**config.mk**
```make
export PLATFORM = sky130hd
export DESIGN_NAME = accum_delta_decoder
export DESIGN_NICKNAME = d
export VERILOG_FILES = /design/src/rtl/accum_delta_decoder.sv
export SDC_FILE = /design/constraint.sdc
export NUM_CORES = 1
export LEC_CHECK = 0
export ABC_AREA = 1
export ABC_CLOCK_PERIOD_IN_PS = 2800
export CAP_MARGIN = 20
export CORE_MARGIN = 5
export CORE_UTILIZATION = 28
export CTS_CLUSTER_DIAMETER = 150
export DETAILED_ROUTE_END_ITERATION = 8
export GPL_TIMING_DRIVEN = 0
export HOLD_SLACK_MARGIN = 0.08
export PLACE_DENSITY = 0.55
export SLEW_MARGIN = 20
export SYNTH_ARGS = -nofsm -noshare
export SYNTH_HDL_FRONTEND = slang
export SYNTH_SLANG_ARGS = --single-unit
```
**constraint.sdc**
```tcl
create_clock -name clk -period 2.8 [get_ports clk]
set_input_delay 0.7 -clock clk [delete_from_list [all_inputs] [get_ports clk]]
set_output_delay 0.7 -clock clk [all_outputs]
set_load 0.01 [all_outputs]
```
**src/rtl/accum_delta_decoder.sv**
```systemverilog
// Receive side of the running-sum accumulator link: rebuilds 16-bit sums from
// a low-first byte stream and recovers the 8-bit increment between sums.
module accum_delta_decoder #(
    parameter int SUM_W    = 16,
    parameter int BYTE_W   = 8,
    parameter int ERRCNT_W = 8
) (
    input  logic                clk,
    input  logic                rst,
    input  logic                frame_sync,
    input  logic [BYTE_W-1:0]   byte_in,
    input  logic                byte_valid,
    output logic [BYTE_W-1:0]   delta_out,
    output logic                delta_valid,
    output logic                range_err,
    output logic                primed,
    output logic [ERRCNT_W-1:0] err_count
);

    typedef enum logic {
        PH_LOW  = 1'b0,
        PH_HIGH = 1'b1
    } phase_t;

    phase_t             phase;
    logic [BYTE_W-1:0]  lo_hold;
    logic [SUM_W-1:0]   prev_sum;
    logic [SUM_W-1:0]   word_p0;
    logic [SUM_W-1:0]   diff_p0;
    logic               overflow_p0;

    function automatic logic [ERRCNT_W-1:0] sat_inc(input logic [ERRCNT_W-1:0] cnt);
        return (&cnt) ? cnt : cnt + ERRCNT_W'(1);
    endfunction

    // Stage p0: assemble the word and difference it against the reference sum;
    // unsigned modular subtraction absorbs counter wrap.
    assign word_p0     = {byte_in, lo_hold};
    assign diff_p0     = word_p0 - prev_sum;
    assign overflow_p0 = |diff_p0[SUM_W-1:BYTE_W];

    // Stage p1: registered outputs, one cycle after the high byte is taken.
    always_ff @(posedge clk) begin
        if (rst) begin
            phase       <= PH_LOW;
            lo_hold     <= '0;
            prev_sum    <= '0;
            primed      <= 1'b0;
            delta_out   <= '0;
            delta_valid <= 1'b0;
            range_err   <= 1'b0;
            err_count   <= '0;
        end else begin
            delta_valid <= 1'b0;
            if (frame_sync) begin
                primed <= 1'b0;
                if (byte_valid) begin
                    lo_hold <= byte_in;
                    phase   <= PH_HIGH;
                end else begin
                    phase   <= PH_LOW;
                end
            end else if (byte_valid) begin
                case (phase)
                    PH_LOW: begin
                        lo_hold <= byte_in;
                        phase   <= PH_HIGH;
                    end
                    PH_HIGH: begin
                        phase    <= PH_LOW;
                        prev_sum <= word_p0;
                        if (!primed) begin
                            primed <= 1'b1;
                        end else begin
                            delta_out   <= diff_p0[BYTE_W-1:0];
                            range_err   <= overflow_p0;
                            delta_valid <= 1'b1;
                            if (overflow_p0) begin
                                err_count <= sat_inc(err_count);
                            end
                        end
                    end
                    default: phase <= PH_LOW;
                endcase
            end
        end
    end

endmodule

```
==> metrics.md, run 1 <==
| Metric | Value |
|---|---|
| Global router's overall resource usage | 11.6% |
| Fin nets | 504 |
| Register bit count reported by yosys | 44 |
| Core Rows | 36 |
| Initial Utilization | 28.8% |
| Worst-path clk slew | 0.08 ns |
| Syn nets | 468 |
| Max Fclk | 394 MHz |
| Clock skew | 0.00655 ns |
| Total congestion overflow | 0 |
| CP Launch Type | input pin |
| DR WL/cell | 11.6 µm |
| Reg area | 881 µm² |
| Total Routed Length | 7050 µm |
| Final Power | 1.45 mW |
| Synth top area cells | dfxtp_1 31%, nand2_1 14%, inv_1 11% |
| H-tree levels | 2 |
| GPL Wtd Cong | 0.864 |
| Internal | 0.967 mW |
| Worst r2r path cells | 20 |
| Top Ports | 31 |
| CTS tree | yes |
| Area fraction in and, or, nand and nor cells after synthesis | 33.5% |
| Final hold violation count | 0 |
| Cell area after synthesis | 2830 µm² |
| Seq pwr share | 45.4% |
| Area Growth Syn to Fin | 22.4% |
| Largest net degree at the start of global routing | 14 |
| P_sw | 0.481 mW |
| Adder-cell share of the synthesized area | 7.79% |
| Count of different cell masters after synthesis | 34 |
| Post-synthesis sequential area ratio | 31.2% |
| First-pass GRT wire length | 12000 µm |
| Max-cap viol count | 0 |
| FILL cells | 1092 |
| Number of global-route vias before repair | 2513 |
| Core Footprint | 9820 µm² |
| Final-report max-slew violation count | 0 |
| Crit Path Category | in2reg |
| Antenna viol nets, final | 0 |
| Static Leak | 1.68 nW |
| Mux cell area share after synthesis | 0% |
| Via count | 2698 |
| IR Drop Worst-Case VDD | 195 µV |
| Top-area cell type share of the netlist area | 31.2% |
| Least-Margin Pin Slew | 0.482 ns |
| Final setup vio count | 0 |
| Die X | 110 µm |
| Synth Area in Compound Gates | 11.8% |
| Tmin final | 2.54 ns |
| Vias/cell | 4.44 |
| Buffers on Ports | 29 |
| Final worst slack | 0.260 ns |
| Max-Slew Margin vs Limit | 67.9% |
| Mapped Cells | 439 |
| Hold buffers post-CTS | 0 |
| Area of the multi-input gates | 1650 µm² |
| Die outline area | 12200 µm² |
| Pwr/cell area | 419 nW/µm² |
| Main combinational cell family by area after synthesis | simple AND/OR/NAND/NOR gates |
| Critical Path Fanout Max | 10 |
| Ratio of final minimum period to clock period | 90.7% |
| Hold Crit Depth | 2 |
| Clk pwr share | 26.6% |
| Avg Cell Area, Syn | 6.44 µm² |
| Setup TNS | 0 ns |
| CTS buffer count | 5 |
| DP Wirelength | 5720 µm |
| Root Buffer | clkbuf_8 |
| CP Data Arrival Time | 2.74 ns |
| Vert. Die Dim | 110 µm |
| FF-to-FF setup slack | 0.32 ns |
| Latest clock arrival within the worst-skew pair | 0.30 ns |
| Hold crit path type | reg2reg |
| Antenna violations before repair | 0 |
| Clk sinks | 44 |
| RSZ-0062 raised after global routing | false |
| WP data required | 3.00 ns |
| # DRC | 0 |
| Comb pwr share | 28.0% |
| Share of layout cells above drive strength 1 | 10.5% |
| Yosys top cell by area | dfxtp_1 |
| Setup slack after placement | -0.313 ns |
| 1st-iter DRT viols | 132 |
| Drt first pass iters | 5 |
| XOR/XNOR Fraction of Synth Area | 2.48% |
| Ys Warns | 0 |
| Clock buffer depth | 2 |
| Diodes inserted | 0 |
| Crit. End Element | flop |
| Status | complete, no violations |
| Sw frac | 33.2% |
[layout by cell type, fill, tap and decap left out, drive strengths merged]
cell type | Yosys | layout
clkinvlp | 0 | 1
clkbuf | 6 | 11
clkdlybuf4s50 | 0 | 23
or2 | 1 | 1
o21ai | 33 | 33
nand4 | 8 | 8
buf | 5 | 5
nand3 | 21 | 21
nor2 | 49 | 49
o211ai | 1 | 1
xor2 | 6 | 6
ha | 16 | 16
fa | 1 | 1
a21oi | 32 | 32
dlymetal6s2s | 0 | 6
clkinv | 1 | 2
nand3b | 2 | 2
dfxtp | 44 | 44
nor3b | 1 | 1
and2 | 2 | 2
nand2 | 118 | 118
nor4 | 2 | 2
nor3 | 3 | 3
xnor2 | 2 | 2
inv | 85 | 85
[metal layers]
layer	track usage, %	wire length (µm)	up-vias
met5	0	0	-
met4	2.22	60	0
met3	3.17	282	6
met2	18.3	3100	48
met1	15.9	3610	1208
li1	-	-	1436
[per-stage QoR]
step                utilization (%)  cell area, µm²  hold slack [ns]  std cells
CTS                            34.3            3360            0.463        608
finish                         35.2            3460            0.464        608
detailed placement             33.4            3280            0.450        601
floorplan                         -            2830            0.433        439
global placement               33.4            3280            0.449        601
global route                   35.2            3460            0.486        608
[critical path: stages]
cell             delay [ns]
clkdlybuf4s50_1        0.56
ha_4                   0.25
nand2_2                0.10
inv_1                  0.05
nand2_1                0.05
nand2_1                0.06
a21oi_2                0.12
nand2_1                0.07
nand2_1                0.05
nand2_1                0.04
inv_1                  0.06
nand2_1                0.04
nor2_1                 0.11
nand2_2                0.11
buf_6                  0.16
nand3_1                0.06
nand2_1                0.05
nand2_1                0.07
nor2_2                 0.03
[cells in the mapped netlist, drive strengths merged]
| cell | instances |
|---|---|
| nand2 | 118 |
| inv | 85 |
| nor2 | 49 |
| dfxtp | 44 |
| o21ai | 33 |
| a21oi | 32 |
| nand3 | 21 |
| ha | 16 |
| nand4 | 8 |
| clkbuf | 6 |
| xor2 | 6 |
| buf | 5 |
| nor3 | 3 |
| and2 | 2 |
| nand3b | 2 |
| nor4 | 2 |
| xnor2 | 2 |
| clkinv | 1 |
| fa | 1 |
| nor3b | 1 |
| o211ai | 1 |
| or2 | 1 |
[power groups by stage]
stage               combinational (mW)  sequential [mW]  clock [mW]
finish                           0.405            0.657       0.385
global route                     0.463            0.659       0.440
CTS                              0.389            0.657       0.406
detailed placement               0.387            0.671           0
global placement                 0.383            0.671           0
floorplan                        0.288            0.669           0
[what timing repair did]
| item | 4_1_cts | 5_1_grt |
|---|---|---|
| buffers inserted | 0 | 0 |
| setup endpoints to repair | 0 | 9 |
| gates resized for setup | 0 | 19 |
[area by class of cell]
type / instances / area share [%]
well taps: 133 / 4.81
inverters: 86 / 9.33
clock buffers: 5 / 1.99
clock inverters: 2 / 0.362
multi-input cells: 298 / 47.7
repair buffers: 29 / 8.83
plain buffers: 11 / 1.52
flip-flops and latches: 44 / 25.5
[sequential cells by signal, indices dropped and copies added (netlist names)]
signal,flops
phase,1
primed,1
prev_sum,16
lo_hold,8
err_count,8
range_err,1
delta_out,8
delta_valid,1
[final timing paths]
| path | startpoint | to |
|---|---|---|
| max | byte_in[6] | err_count[6]$_SDFFE_PP0P_ |
| min | prev_sum[4]$_SDFFE_PP0P_ | prev_sum[4]$_SDFFE_PP0P_ |
| max reg2reg | lo_hold[0]$_SDFFE_PP0P_ | err_count[6]$_SDFFE_PP0P_ |
| min reg2reg | prev_sum[4]$_SDFFE_PP0P_ | prev_sum[4]$_SDFFE_PP0P_ |
[logic make-up after synthesis]
logic type / count (synthesis)
simple gates: 207
buf+inv: 97
compound gates: 66
flops: 44
fa+ha+maj: 17
xor+xnor: 8
No activity file was read; power rests on OpenSTA's default activity.
==> run 2: changes to the inputs <==
Settings changed: CELL_PAD_IN_SITES_DETAIL_PLACEMENT set to 1, CELL_PAD_IN_SITES_GLOBAL_PLACEMENT set to 2, PLACE_DENSITY 0.55 to 0.84.
==> metrics.md, run 2 (synthesis results as in run 1) <==
| Metric | Value |
|---|---|
| Diodes inserted | 0 |
| 1st-iter DRT viols | 96 |
| Fin nets | 506 |
| Die outline area | 12200 µm² |
| Die X | 110 µm |
| Total Routed Length | 8050 µm |
| Top Ports | 31 |
| Worst-path clk slew | 0.10 ns |
| Final-report max-slew violation count | 0 |
| Commonest non-fill, non-tap cells in the layout | 107 x nand2_1, 81 x inv_1, 44 x dfxtp_1, 41 x nor2_1, 33 x o21ai_0 |
| GPL Wtd Cong | 0.794 |
| Placement Cell Area | 3280 µm² |
| Clock buffer depth | 2 |
| Hold WS | 0.463 ns |
| CP cell instances | clkdlybuf4s50_1 -> ha_2 -> a21oi_1 -> nand2_1 -> a21oi_2 -> nand2_1 -> nand2_1 -> nand2_1 -> inv_1 -> nand2_1 -> nor2_1 -> nand2_2 -> buf_6 -> nand3_1 -> nand2_1 -> nand2_1 -> nor2_1 |
| Most flops, register | prev_sum |
| DR WL/cell | 13.2 µm |
| Clock skew | 0.00692 ns |
| Max reg flops | 16 |
| Static Leak | 1.70 nW |
| Antenna viol nets, final | 0 |
| Area of the multi-input gates | 1670 µm² |
| Via count | 2746 |
| Share of layout cells above drive strength 1 | 11.3% |
| IR Drop Worst-Case VDD | 186 µV |
| Vert. Die Dim | 110 µm |
| CP delay by family, top | buffers and inverters |
| Max-cap viol count | 0 |
| Antenna violations before repair | 0 |
| Least-Margin Pin Slew | 0.557 ns |
| Buffers on Ports | 29 |
| Final hold violation count | 0 |
| Total congestion overflow | 0 |
| First-pass GRT wire length | 13500 µm |
| Crit Path Category | in2reg |
| Top cell by count, worst path | nand2_1 |
| CP Launch Type | input pin |
| Clk sinks | 44 |
| Root Buffer | clkbuf_8 |
| Tmin final | 2.66 ns |
| Crit. End Element | flop |
| Largest net degree at the start of global routing | 16 |
| Core Footprint | 9820 µm² |
| WP data required | 2.99 ns |
| Ratio of final minimum period to clock period | 94.9% |
| H-tree levels | 2 |
| Initial Utilization | 28.8% |
| Status | complete, no violations |
| CP Data Arrival Time | 2.85 ns |
| Worst path bufs/invs | 3 |
| Area Growth Syn to Fin | 24.7% |
| Delay of the slowest critical-path stage | 0.53 ns |
| CTS tree | yes |
| DP Wirelength | 6570 µm |
| Number of global-route vias before repair | 2723 |
| CP max stage cell | clkdlybuf4s50_1 |
| Max-Slew Margin vs Limit | 62.9% |
| Reg area | 881 µm² |
| Global router's overall resource usage | 13.3% |
| FILL cells | 1317 |
| Most common cell after layout, fill and taps aside | nand2_1 |
| Final instance area | 3520 µm² |
| Critical Path Fanout Max | 10 |
| Pwr/cell area | 453 nW/µm² |
| Core Rows | 36 |
| CTS buffer count | 5 |
| Hold crit path type | reg2reg |
| Max Fclk | 376 MHz |
| Drt first pass iters | 4 |
| Latest clock arrival within the worst-skew pair | 0.31 ns |
| # DRC | 0 |
| Final setup vio count | 0 |
| Vias/cell | 4.49 |
run 2: stage by stage:
step	setup WS, ns	TNS [ns]	util, %	power [mW]	cells
2_1_floorplan	0.506	0	-	0.957	439
3_3_place_gp	-0.339	-2.76	33.4	1.06	601
3_5_place_dp	-0.384	-3.08	33.4	1.07	601
4_1_cts	0.00465	0	34.7	1.59	609
5_1_grt	-0.00467	-0.00467	35.9	1.70	611
6_report	0.143	0	35.9	1.60	611
run 2: metal layers:
| layer | global-route usage (%) | routed length (µm) |
|---|---|---|
| met3 | 2.74 | 236 |
| met2 | 22.2 | 3750 |
| met5 | 0 | 0 |
| met1 | 17.7 | 4000 |
| met4 | 2.71 | 65 |
run 2: final cells by class:
cell class | count | area share (%)
repair buffers | 31 | 9.02
clock inverters | 3 | 1.31
flip-flops and latches | 44 | 25.0
multi-input cells | 298 | 47.3
clock buffers | 5 | 1.95
inverters | 86 | 9.17
plain buffers | 11 | 1.49
well taps | 133 | 4.72
run 2: final timing paths:
| path | start | endpoint | slack (ns) | depth (start not counted) |
|---|---|---|---|---|
| setup reg to reg | lo_hold[0]$_SDFFE_PP0P_ | err_count[5]$_SDFFE_PP0P_ | 0.30 | 20 |
| hold reg to reg | prev_sum[5]$_SDFFE_PP0P_ | prev_sum[5]$_SDFFE_PP0P_ | 0.46 | 2 |
| setup / recovery | byte_in[6] | err_count[5]$_SDFFE_PP0P_ | 0.14 | 17 |
| hold / removal | prev_sum[5]$_SDFFE_PP0P_ | prev_sum[5]$_SDFFE_PP0P_ | 0.46 | 2 |
run 2: tightest hold or removal path, stage by stage, from the launching register on:
cell     delay (ns)
dfxtp_1        0.31
inv_1          0.06
a21oi_1        0.05
run 2: report_power, final:
group | internal [mW] | switching (mW) | total (mW) | leakage (nW)
registers | 0.646 | 0.0113 | 0.657 | 0.358
logic | 0.158 | 0.264 | 0.422 | 1.29
clock network | 0.269 | 0.249 | 0.518 | 0.0548
run 2: repair_timing:
item / 4_1_cts / 5_1_grt
pin swaps: 0 / 2
setup endpoints to repair: 7 / 9
gates resized for setup: 3 / 20
hold endpoints to repair: 0 / 0
hold buffers: 0 / 0
setup buffers: 0 / 2
